## src/rtl/spi_rom_reader.sv

```systemverilog
// SPI Mode 0 ROM read engine: READ command, address, then N bytes.
// Bytes stream out as single-cycle strobes; sclk runs at clk/2.
module spi_rom_reader #(
  parameter logic [7:0] READ_CMD  = 8'h03,
  parameter int         ADDR_BITS = 24,
  parameter int         LEN_BITS  = 8
) (
  input  logic                 clk,
  input  logic                 reset,
  input  logic                 start,
  input  logic [ADDR_BITS-1:0] addr,
  input  logic [LEN_BITS-1:0]  len,
  input  logic                 abort,
  output logic                 busy,
  output logic                 done,
  output logic                 byte_valid,
  output logic [7:0]           byte_data,
  output logic                 spi_cs,
  output logic                 spi_sclk,
  output logic                 spi_mosi,
  input  logic                 spi_miso
);

  localparam int HDR = 8 + ADDR_BITS;
  localparam int CW  = $clog2(HDR + 8 * (2 ** LEN_BITS - 1) + 1);

  typedef enum logic [1:0] {IDLE, SHIFT, GAP} state_t;

  state_t         state_q, state_d;
  logic [HDR-1:0] sh_q, sh_d;
  logic [CW-1:0]  cnt_q, cnt_d;
  logic [CW-1:0]  total_q, total_d;
  logic [2:0]     bcnt_q, bcnt_d;
  logic [7:0]     rx_q, rx_d, data_d;
  logic           cs_d, sclk_d, mosi_d;
  logic           busy_d, done_d, bv_d;
  logic           data_phase, last_bit;

  assign data_phase = cnt_q >= CW'(HDR);
  assign last_bit   = cnt_q == total_q - CW'(1);

  always_comb begin
    state_d = state_q;
    sh_d    = sh_q;
    cnt_d   = cnt_q;
    total_d = total_q;
    bcnt_d  = bcnt_q;
    rx_d    = rx_q;
    data_d  = byte_data;
    cs_d    = spi_cs;
    sclk_d  = spi_sclk;
    mosi_d  = spi_mosi;
    busy_d  = busy;
    done_d  = 1'b0;
    bv_d    = 1'b0;
    unique case (state_q)
      IDLE: begin
        cs_d   = 1'b0;
        sclk_d = 1'b0;
        mosi_d = 1'b0;
        busy_d = 1'b0;
        if (start && !abort) begin
          if (len == '0) begin
            done_d = 1'b1;
          end else begin
            state_d        = SHIFT;
            cs_d           = 1'b1;
            busy_d         = 1'b1;
            {mosi_d, sh_d} = {READ_CMD, addr, 1'b0};
            cnt_d          = '0;
            bcnt_d         = '0;
            total_d        = CW'(HDR) + CW'({len, 3'b000});
          end
        end
      end
      SHIFT: begin
        if (abort) begin
          state_d = IDLE;
          cs_d    = 1'b0;
          sclk_d  = 1'b0;
          mosi_d  = 1'b0;
          busy_d  = 1'b0;
        end else if (!spi_sclk) begin
          sclk_d = 1'b1;
          if (data_phase) rx_d = {rx_q[6:0], spi_miso};
        end else begin
          sclk_d = 1'b0;
          cnt_d  = cnt_q + CW'(1);
          if (data_phase) begin
            bcnt_d = bcnt_q + 3'd1;
            if (bcnt_q == 3'd7) begin
              bv_d   = 1'b1;
              data_d = rx_q;
            end
          end
          if (last_bit) begin
            state_d = GAP;
            cs_d    = 1'b0;
            mosi_d  = 1'b0;
            done_d  = 1'b1;
          end else begin
            // zeros shift in behind the address, so data bits drive 0
            {mosi_d, sh_d} = {sh_q, 1'b0};
          end
        end
      end
      GAP: begin
        state_d = IDLE;
        busy_d  = 1'b0;
      end
      default: state_d = IDLE;
    endcase
  end

  always_ff @(posedge clk) begin
    if (reset) begin
      state_q    <= IDLE;
      sh_q       <= '0;
      cnt_q      <= '0;
      total_q    <= '0;
      bcnt_q     <= '0;
      rx_q       <= '0;
      byte_data  <= '0;
      spi_cs     <= 1'b0;
      spi_sclk   <= 1'b0;
      spi_mosi   <= 1'b0;
      busy       <= 1'b0;
      done       <= 1'b0;
      byte_valid <= 1'b0;
    end else begin
      state_q    <= state_d;
      sh_q       <= sh_d;
      cnt_q      <= cnt_d;
      total_q    <= total_d;
      bcnt_q     <= bcnt_d;
      rx_q       <= rx_d;
      byte_data  <= data_d;
      spi_cs     <= cs_d;
      spi_sclk   <= sclk_d;
      spi_mosi   <= mosi_d;
      busy       <= busy_d;
      done       <= done_d;
      byte_valid <= bv_d;
    end
  end

endmodule

```

## config.mk

```make
export PLATFORM = sky130hd
export DESIGN_NAME = spi_rom_reader
export DESIGN_NICKNAME = d
export VERILOG_FILES = /design/src/rtl/spi_rom_reader.sv
export SDC_FILE = /design/constraint.sdc
export NUM_CORES = 1
export LEC_CHECK = 0
export CORE_ASPECT_RATIO = 1.75
export CORE_MARGIN = 2
export CORE_UTILIZATION = 50
export DETAILED_ROUTE_END_ITERATION = 16
export HOLD_SLACK_MARGIN = 0.08
export PLACE_DENSITY_LB_ADDON = 0.08
export SYNTH_ARGS = -nofsm -noshare
export SYNTH_HDL_FRONTEND = slang
export SYNTH_SLANG_ARGS = --single-unit
```

## constraint.sdc

```tcl
create_clock -name clk -period 3.1 [get_ports clk]
set_clock_uncertainty 0.15 [all_clocks]
set_input_delay 0.465 -clock clk [delete_from_list [all_inputs] [get_ports clk]]
set_output_delay 0.465 -clock clk [all_outputs]
set_load 0.01 [all_outputs]
```

==> results of run 1 <==
## layout by cell type, fill, tap and decap left out, types with 4 or more instances in the layout
cell	n
o211a_1	23
and3_1	4
nor4_1	6
xnor2_1	13
o211ai_1	11
ha_1	10
mux2i_1	47
o211ai_2	13
nand3_1	7
clkbuf_16	9
xor2_1	11
dfxtp_1	79
buf_4	9
a21oi_1	10
clkdlybuf4s50_1	50
nand4_1	5
inv_1	12
nand2_1	23
nor3_1	5
a211oi_1	6
nor2_1	52
## power groups by stage
stage | combinational, W | clock [W] | sequential (W)
after detailed placement | 0.000399 | 0 | 0.00113
after CTS | 0.000400 | 0.00108 | 0.00111
after global routing | 0.000437 | 0.00111 | 0.00112
after floorplan | 0.000275 | 0 | 0.00112
final | 0.000396 | 0.00105 | 0.00111
after global placement | 0.000393 | 0 | 0.00113
## cell type report
cell class | instances | share of cell area [%]
multi-input combinational | 296 | 45.46
timing repair buffer | 62 | 12.83
inverter | 13 | 0.9967
clock inverter | 5 | 1.150
sequential | 79 | 32.30
tap | 90 | 2.300
clock buffer | 11 | 4.958
## worst max-delay path by stage
stage / startpoint / end / slack, ps
2_1_floorplan: total_q[3] / sh_q[10] / 420
3_3_place_gp: len[2] / cnt_q[11] / 100
3_5_place_dp: len[2] / sh_q[30] / 9
4_1_cts: total_q[3] / state_q[0] / 230
5_1_grt: len[2] / sh_q[30] / 60
6_report: total_q[3] / state_q[0] / 240
## kinds of logic after synthesis
family	Yosys count	share of synthesized area, %
buf+inv	42	4.940
simple gates	125	15.32
compound gates	90	20.08
flops	79	39.52
xor+xnor	24	5.253
mux	47	11.76
fa+ha+maj	10	3.127
## per-stage QoR
step / instance area (µm²) / std cells
global route: 4896 / 556
floorplan: 4001 / 417
finish: 4896 / 556
CTS: 4896 / 556
detailed placement: 4597 / 540
global placement: 4597 / 540
## registers in the layout, indices dropped and copies added (netlist names)
name,count
byte_data,8
spi_mosi,1
state_q,2
spi_sclk,1
sh_q,31
bcnt_q,3
cnt_q,12
busy,1
byte_valid,1
done,1
total_q,9
spi_cs,1
rx_q,8
## worst reg2reg max path: cells and delay by family (launching register included)
kind            cells  cell delay (ps)
xor+xnor            1              140
compound gates      3              770
buf+inv             2              300
simple gates        2              680
fa+ha+maj           1              310
flops               1              430
## metal layers
metal | wire (µm) | GRT usage, % | share of wire (%)
met5 | 0 | 0 | 0
met2 | 4408 | 36.98 | 52
met4 | 253 | 10.38 | 3.0
met3 | 343 | 4.269 | 4.1
met1 | 3440 | 23.28 | 41
==> summary.md, run 1 <==
| Metric | Value |
|---|---|
| Critical Path Source Type | `register` |
| Relative slew slack | `63.72%` |
| RSZ-0062 raised after global routing | `false` |
| Post-synth top area share | `39.52%` |
| Hold Path Stages | `2` |
| Worst r2r src | `total_q[3]` |
| CP Capture Type | `register` |
| Async SR Flop Fraction | `0%` |
| Final nets | `508` |
| F_max | `0.3492 GHz` |
| Core area | `0.007855 mm²` |
| Max rail drop VDD | `487.8 µV` |
| Count leader, synth | `dfxtp_1` |
| Synthesized Nets | `464` |
| Hold wc startpoint | `spi_mosi` |
| Setup TNS | `0 ps` |
| Drt via density | `5.732` |
| Min-Delay Path Class | `register to register` |
| Worst R2R Path Depth | `9` |
| Setup slack after layout | `236.0 ps` |
| Antenna violations before repair | `0` |
| Crit path kind | `register to register` |
| Setup repair bufs after CTS | `0` |
| H-Tree Level Count | `3` |
| Clock transition at the registers of the reported paths | `60 ps` |
| Worst path slowest cell | `or4b_4` |
| Maximum clock path buffer count | `2` |
| Footprint of the multi-input gates | `0.002226 mm²` |
| Initial Util | `50.94%` |
| Flops & latches, synth | `79` |
| Post-synth EDFFs | `0` |
| Register-to-Register Setup Slack | `240 ps` |
| Reg2reg end | `state_q[0]` |
| Avg Synthesized Cell Area | `9.596 µm²` |
| Leak | `1.955 nW` |
| Combinational Power Share | `15.5%` |
| Clock power share | `41.0%` |
| Reg power frac | `43.5%` |
| Remaining DRCs | `0` |
| Die area | `0.008763 mm²` |
| Register area | `0.001582 mm²` |
| Tot GR Track Use | `20.87%` |
| Worst endpoint required time | `3190 ps` |
| Tmin final | `2864 ps` |
| Filler cells | `718` |
| Post-route clock period utilization | `92.39%` |
| Initial DRC Count | `109` |
| Drt wl/cell | `15.19 µm` |
| Yosys warns | `0` |
| Mapped Cells | `417` |
| Dpl ws | `9.459 ps` |
| Post-synth top flop | `dfxtp_1` |
| Detailed placement HPWL | `6.084 mm` |
| Die height | `122.3 µm` |
| Crit path largest cell delay | `570 ps` |
| Number of global-route vias before repair | `3223` |
| PostCTS Resize Cnt | `0` |
| Netlist cell types | `57` |
| Top cells by count, synth | `79 x dfxtp_1, 52 x nor2_1, 47 x mux2i_1, 23 x nand2_1, 23 x o211a_1` |
| # setup viols final | `0` |
| Post-Syn Area | `0.004001 mm²` |
| Drt total wl | `8.446 mm` |
| Final Max Slew Viols | `0` |
| Congestion Overflow GR | `0` |
| Largest area contributor in the netlist | `dfxtp_1` |
| Vias | `3187` |
| Switching part of the total | `25.27%` |
| Hold EP | `spi_mosi` |
| Number of iterations in the first detailed-routing pass | `4` |
| Die Width | `71.63 µm` |
| Clk root buf | `clkbuf_16` |
| Hold buffers post-CTS | `0` |
| Seq/Total Area, Yosys | `39.52%` |
| Clk Latency, worst-skew pair | `330 ps` |
| Worst Tran Pin Value | `539.2 ps` |
| WP buf/inv | `2` |
| CTS tree | `built` |
| PD cells | `521.9 mW/mm²` |
| Fraction of layout cells with a size suffix above 1 | `11.16%` |
| Cell Chain, Critical Path | `inv_1 > ha_1 > xor2_1 > nand4_1 > or4b_4 > a2111oi_4 > buf_4 > a41oi_1 > a311oi_1` |
| GP Congestion | `0.8347` |
| Int Power | `0.001910 W` |
| Worst EP arrival | `2950 ps` |
| Largest net degree at the start of global routing | `38` |
| Synth-to-layout area growth | `22.36%` |
| Synth area leaders | `dfxtp_1 40%, mux2i_1 12%, o211a_1 5.8%` |
| Row count | `43` |
| IO Pins | `51` |
| Port bufs | `50` |
| Max-Cap Viols | `0` |
| First-pass GRT wire length | `14.65 mm` |
| Cts bufs inserted | `9` |
| Routed Antenna Nets | `0` |
| Critical Path Fanout Max | `5` |
| Clk sink count | `79` |
| Final Hold Viols | `0` |
| Design Power | `0.002555 W` |
| Run status | `finished clean` |
| Hold WS | `303.9 ps` |
| Worst path depth | `9` |
| Top delay family on crit path | `compound AO/OA/AOI/OAI gates` |
| Switching pwr | `0.0006456 W` |
| Layout Utilization | `62.33%` |
| N_diodes | `0` |
No activity file was read; power rests on OpenSTA's default activity.
==> inputs of run 2 (changes only) <==
--- a/config.mk
+++ b/config.mk
@@ -6,7 +6,6 @@
 export NUM_CORES = 1
 export LEC_CHECK = 0
 export CORE_ASPECT_RATIO = 1.75
-export CORE_MARGIN = 2
 export CORE_UTILIZATION = 50
 export DETAILED_ROUTE_END_ITERATION = 16
 export HOLD_SLACK_MARGIN = 0.08
==> summary.md, run 2 (synthesis gave the netlist of run 1 again) <==
| Metric | Value |
|---|---|
| Run status | `finished clean` |
| Max-Cap Viols | `0 (unchanged)` |
| Int Power | `0.001930 W (+1.1%)` |
| Routed Antenna Nets | `0 (unchanged)` |
| Initial Util | `52.15% (+1.2 points)` |
| Remaining DRCs | `0 (unchanged)` |
| Final standard cell area without fillers | `0.004892 mm² (about the same)` |
| Congestion Overflow GR | `0 (unchanged)` |
| Worst Tran Pin Value | `695.0 ps (+155.8 ps)` |
| Setup repair bufs after CTS | `0 (unchanged)` |
| Max rail drop VDD | `402.7 µV (-17%)` |
| GP Congestion | `0.7735 (-7.3%)` |
| Die area | `0.008379 mm² (-4.4%)` |
| Final nets | `509 (+0.20%)` |
| IO Pins | `51 (unchanged)` |
| Top Registers | `sh_q x31, cnt_q x12, total_q x9` |
| Drt wl/cell | `15.14 µm (-0.32%)` |
| RSZ-0062 raised after global routing | `false` |
| Design Power | `0.002561 W (+0.21%)` |
| PostCTS Resize Cnt | `0 (unchanged)` |
| Worst endpoint required time | `3230 ps (+40 ps)` |
| Tot GR Track Use | `21.27% (+0.40 points)` |
| F_max | `0.3532 GHz (+1.2%)` |
| Core area | `0.007672 mm² (-2.3%)` |
| Post-route insts no fill | `555 (-0.18%)` |
| Commonest non-fill, non-tap cells in the layout | `79 x dfxtp_1, 52 x nor2_1, 50 x clkdlybuf4s50_1` |
| Filler cells | `683 (-4.9%)` |
| Met1 Use GR | `22.94% (-0.34 points)` |
| Placed instance area | `0.004589 mm² (-0.16%)` |
| Footprint of the multi-input gates | `0.002226 mm² (unchanged)` |
| Worst EP arrival | `2960 ps (about the same)` |
| Die height | `120.3 µm (-1.6%)` |
| Cell Chain, Critical Path | `inv_1 > ha_1 > xor2_1 > nand4_1 > or4b_4 > or3_1 > buf_4 > o211ai_1 > o211a_1` |
| Final Hold Viols | `0 (unchanged)` |
| # setup viols final | `0 (unchanged)` |
| Register area | `0.001582 mm² (unchanged)` |
| Met2 Use GR | `39.14% (+2.2 points)` |
| Combinational Power Share | `15.2% (-0.3 points)` |
| Fraction of layout cells with a size suffix above 1 | `10.92% (-0.24 points)` |
| Drt total wl | `8.404 mm (-0.50%)` |
| Initial DRC Count | `76 (-30%)` |
| Row count | `42 (-2.3%)` |
| CTS tree | `built` |
| Number of global-route vias before repair | `3077 (-4.5%)` |
| PD cells | `523.4 mW/mm² (+0.29%)` |
| Synth-to-layout area growth | `22.26% (about the same)` |
| Switching pwr | `0.0006304 W (-2.4%)` |
| N_diodes | `0 (unchanged)` |
| Relative slew slack | `53.24% (-10 points)` |
| H-Tree Level Count | `3 (unchanged)` |
| Critical Path Fanout Max | `23 (+18)` |
| First-pass GRT wire length | `14.20 mm (-3.1%)` |
| Crit path kind | `register to register` |
| Drt via density | `5.737 (about the same)` |
| Clock transition at the registers of the reported paths | `60 ps (about the same)` |
| Setup TNS | `0 ps (unchanged)` |
| Maximum clock path buffer count | `2 (unchanged)` |
| Detailed placement HPWL | `5.886 mm (-3.3%)` |
| Largest net degree at the start of global routing | `32 (-16%)` |
| Clock power share | `41.4% (+0.4 points)` |
| Max reg flops | `31 (unchanged)` |
| Post-Place Cells | `539 (-0.19%)` |
| Clk Latency, worst-skew pair | `330 ps (about the same)` |
| CP Capture Type | `register` |
| Dpl ws | `35.93 ps (+26.47 ps)` |
| Top delay family on crit path | `simple AND/OR/NAND/NOR gates` |
| Reg power frac | `43.4% (about the same)` |
| Setup slack after layout | `268.9 ps (+32.86 ps)` |
| Antenna violations before repair | `0 (unchanged)` |
| Min-Delay Path Class | `register to register` |
| Post-route clock period utilization | `91.33% (-1.1 points)` |
| Switching part of the total | `24.62% (-0.65 points)` |
| Clk root buf | `clkbuf_16` |
| Hold buffers post-CTS | `0 (unchanged)` |
| Tmin final | `2831 ps (-32.86 ps)` |
| Vias | `3184 (-0.094%)` |
| Port bufs | `50 (unchanged)` |
| Number of iterations in the first detailed-routing pass | `4 (unchanged)` |
| Final Max Slew Viols | `0 (unchanged)` |
| Critical Path Source Type | `register` |
| Busiest grt layer | `met2` |
| Clk sink count | `79 (unchanged)` |
| Crit path largest cell delay | `570 ps (about the same)` |
| Die Width | `69.63 µm (-2.8%)` |
| Leak | `1.955 nW (about the same)` |
| Biggest register | `sh_q` |
| Cts bufs inserted | `9 (unchanged)` |
| WP buf/inv | `2 (unchanged)` |
| Worst path slowest cell | `or4b_4` |
| Most common cell after layout, fill and taps aside | `dfxtp_1` |
| Met3 usage | `5.583% (+1.3 points)` |
-- run 2: path summary, 6_finish.rpt --
kind / start / to / slack (ps) / depth (start not counted)
worst max-delay path: total_q[3] / sh_q[20] / 270 / 9
worst min-delay path: sh_q[26] / sh_q[27] / 310 / 2
worst max register to register: total_q[3] / sh_q[20] / 270 / 9
worst min register to register: sh_q[26] / sh_q[27] / 310 / 2
-- run 2: power by group through the flow --
stage	sequential (W)	combinational, W	clock (W)
6_report	0.00111	0.000389	0.00106
5_1_grt	0.00112	0.000429	0.00113
4_1_cts	0.00111	0.000395	0.00109
3_5_place_dp	0.00113	0.000394	0
3_3_place_gp	0.00113	0.000386	0
2_1_floorplan	0.00112	0.000275	0
-- run 2: area by class of cell --
type / count / area share [%]
multi-input combinational: 296 / 45.50
clock buffer: 14 / 5.396
sequential: 79 / 32.33
tap: 88 / 2.251
clock inverter: 2 / 0.7928
inverter: 13 / 0.9974
timing repair buffer: 63 / 12.74
-- run 2: stage by stage --
step | util (%) | hold WS [ps]
after floorplan | - | 285.0
after global placement | 59.82 | 300.4
after detailed placement | 59.82 | 307.9
after CTS | 63.76 | 317.1
after global routing | 63.76 | 330.2
final | 63.76 | 313.4
-- run 2: per-layer routing --
metal | up-vias | share of wire [%]
met3 | 14 | 3.9
met2 | 60 | 52
met1 | 1513 | 42
li1 | 1597 | -
met5 | - | 0
met4 | 0 | 2.1
-- run 2: worst min-delay path: cells and delay by family (launching register included) --
family        cells  cell delay [ps]
simple gates      1               50
mux               1               60
flops             1              310
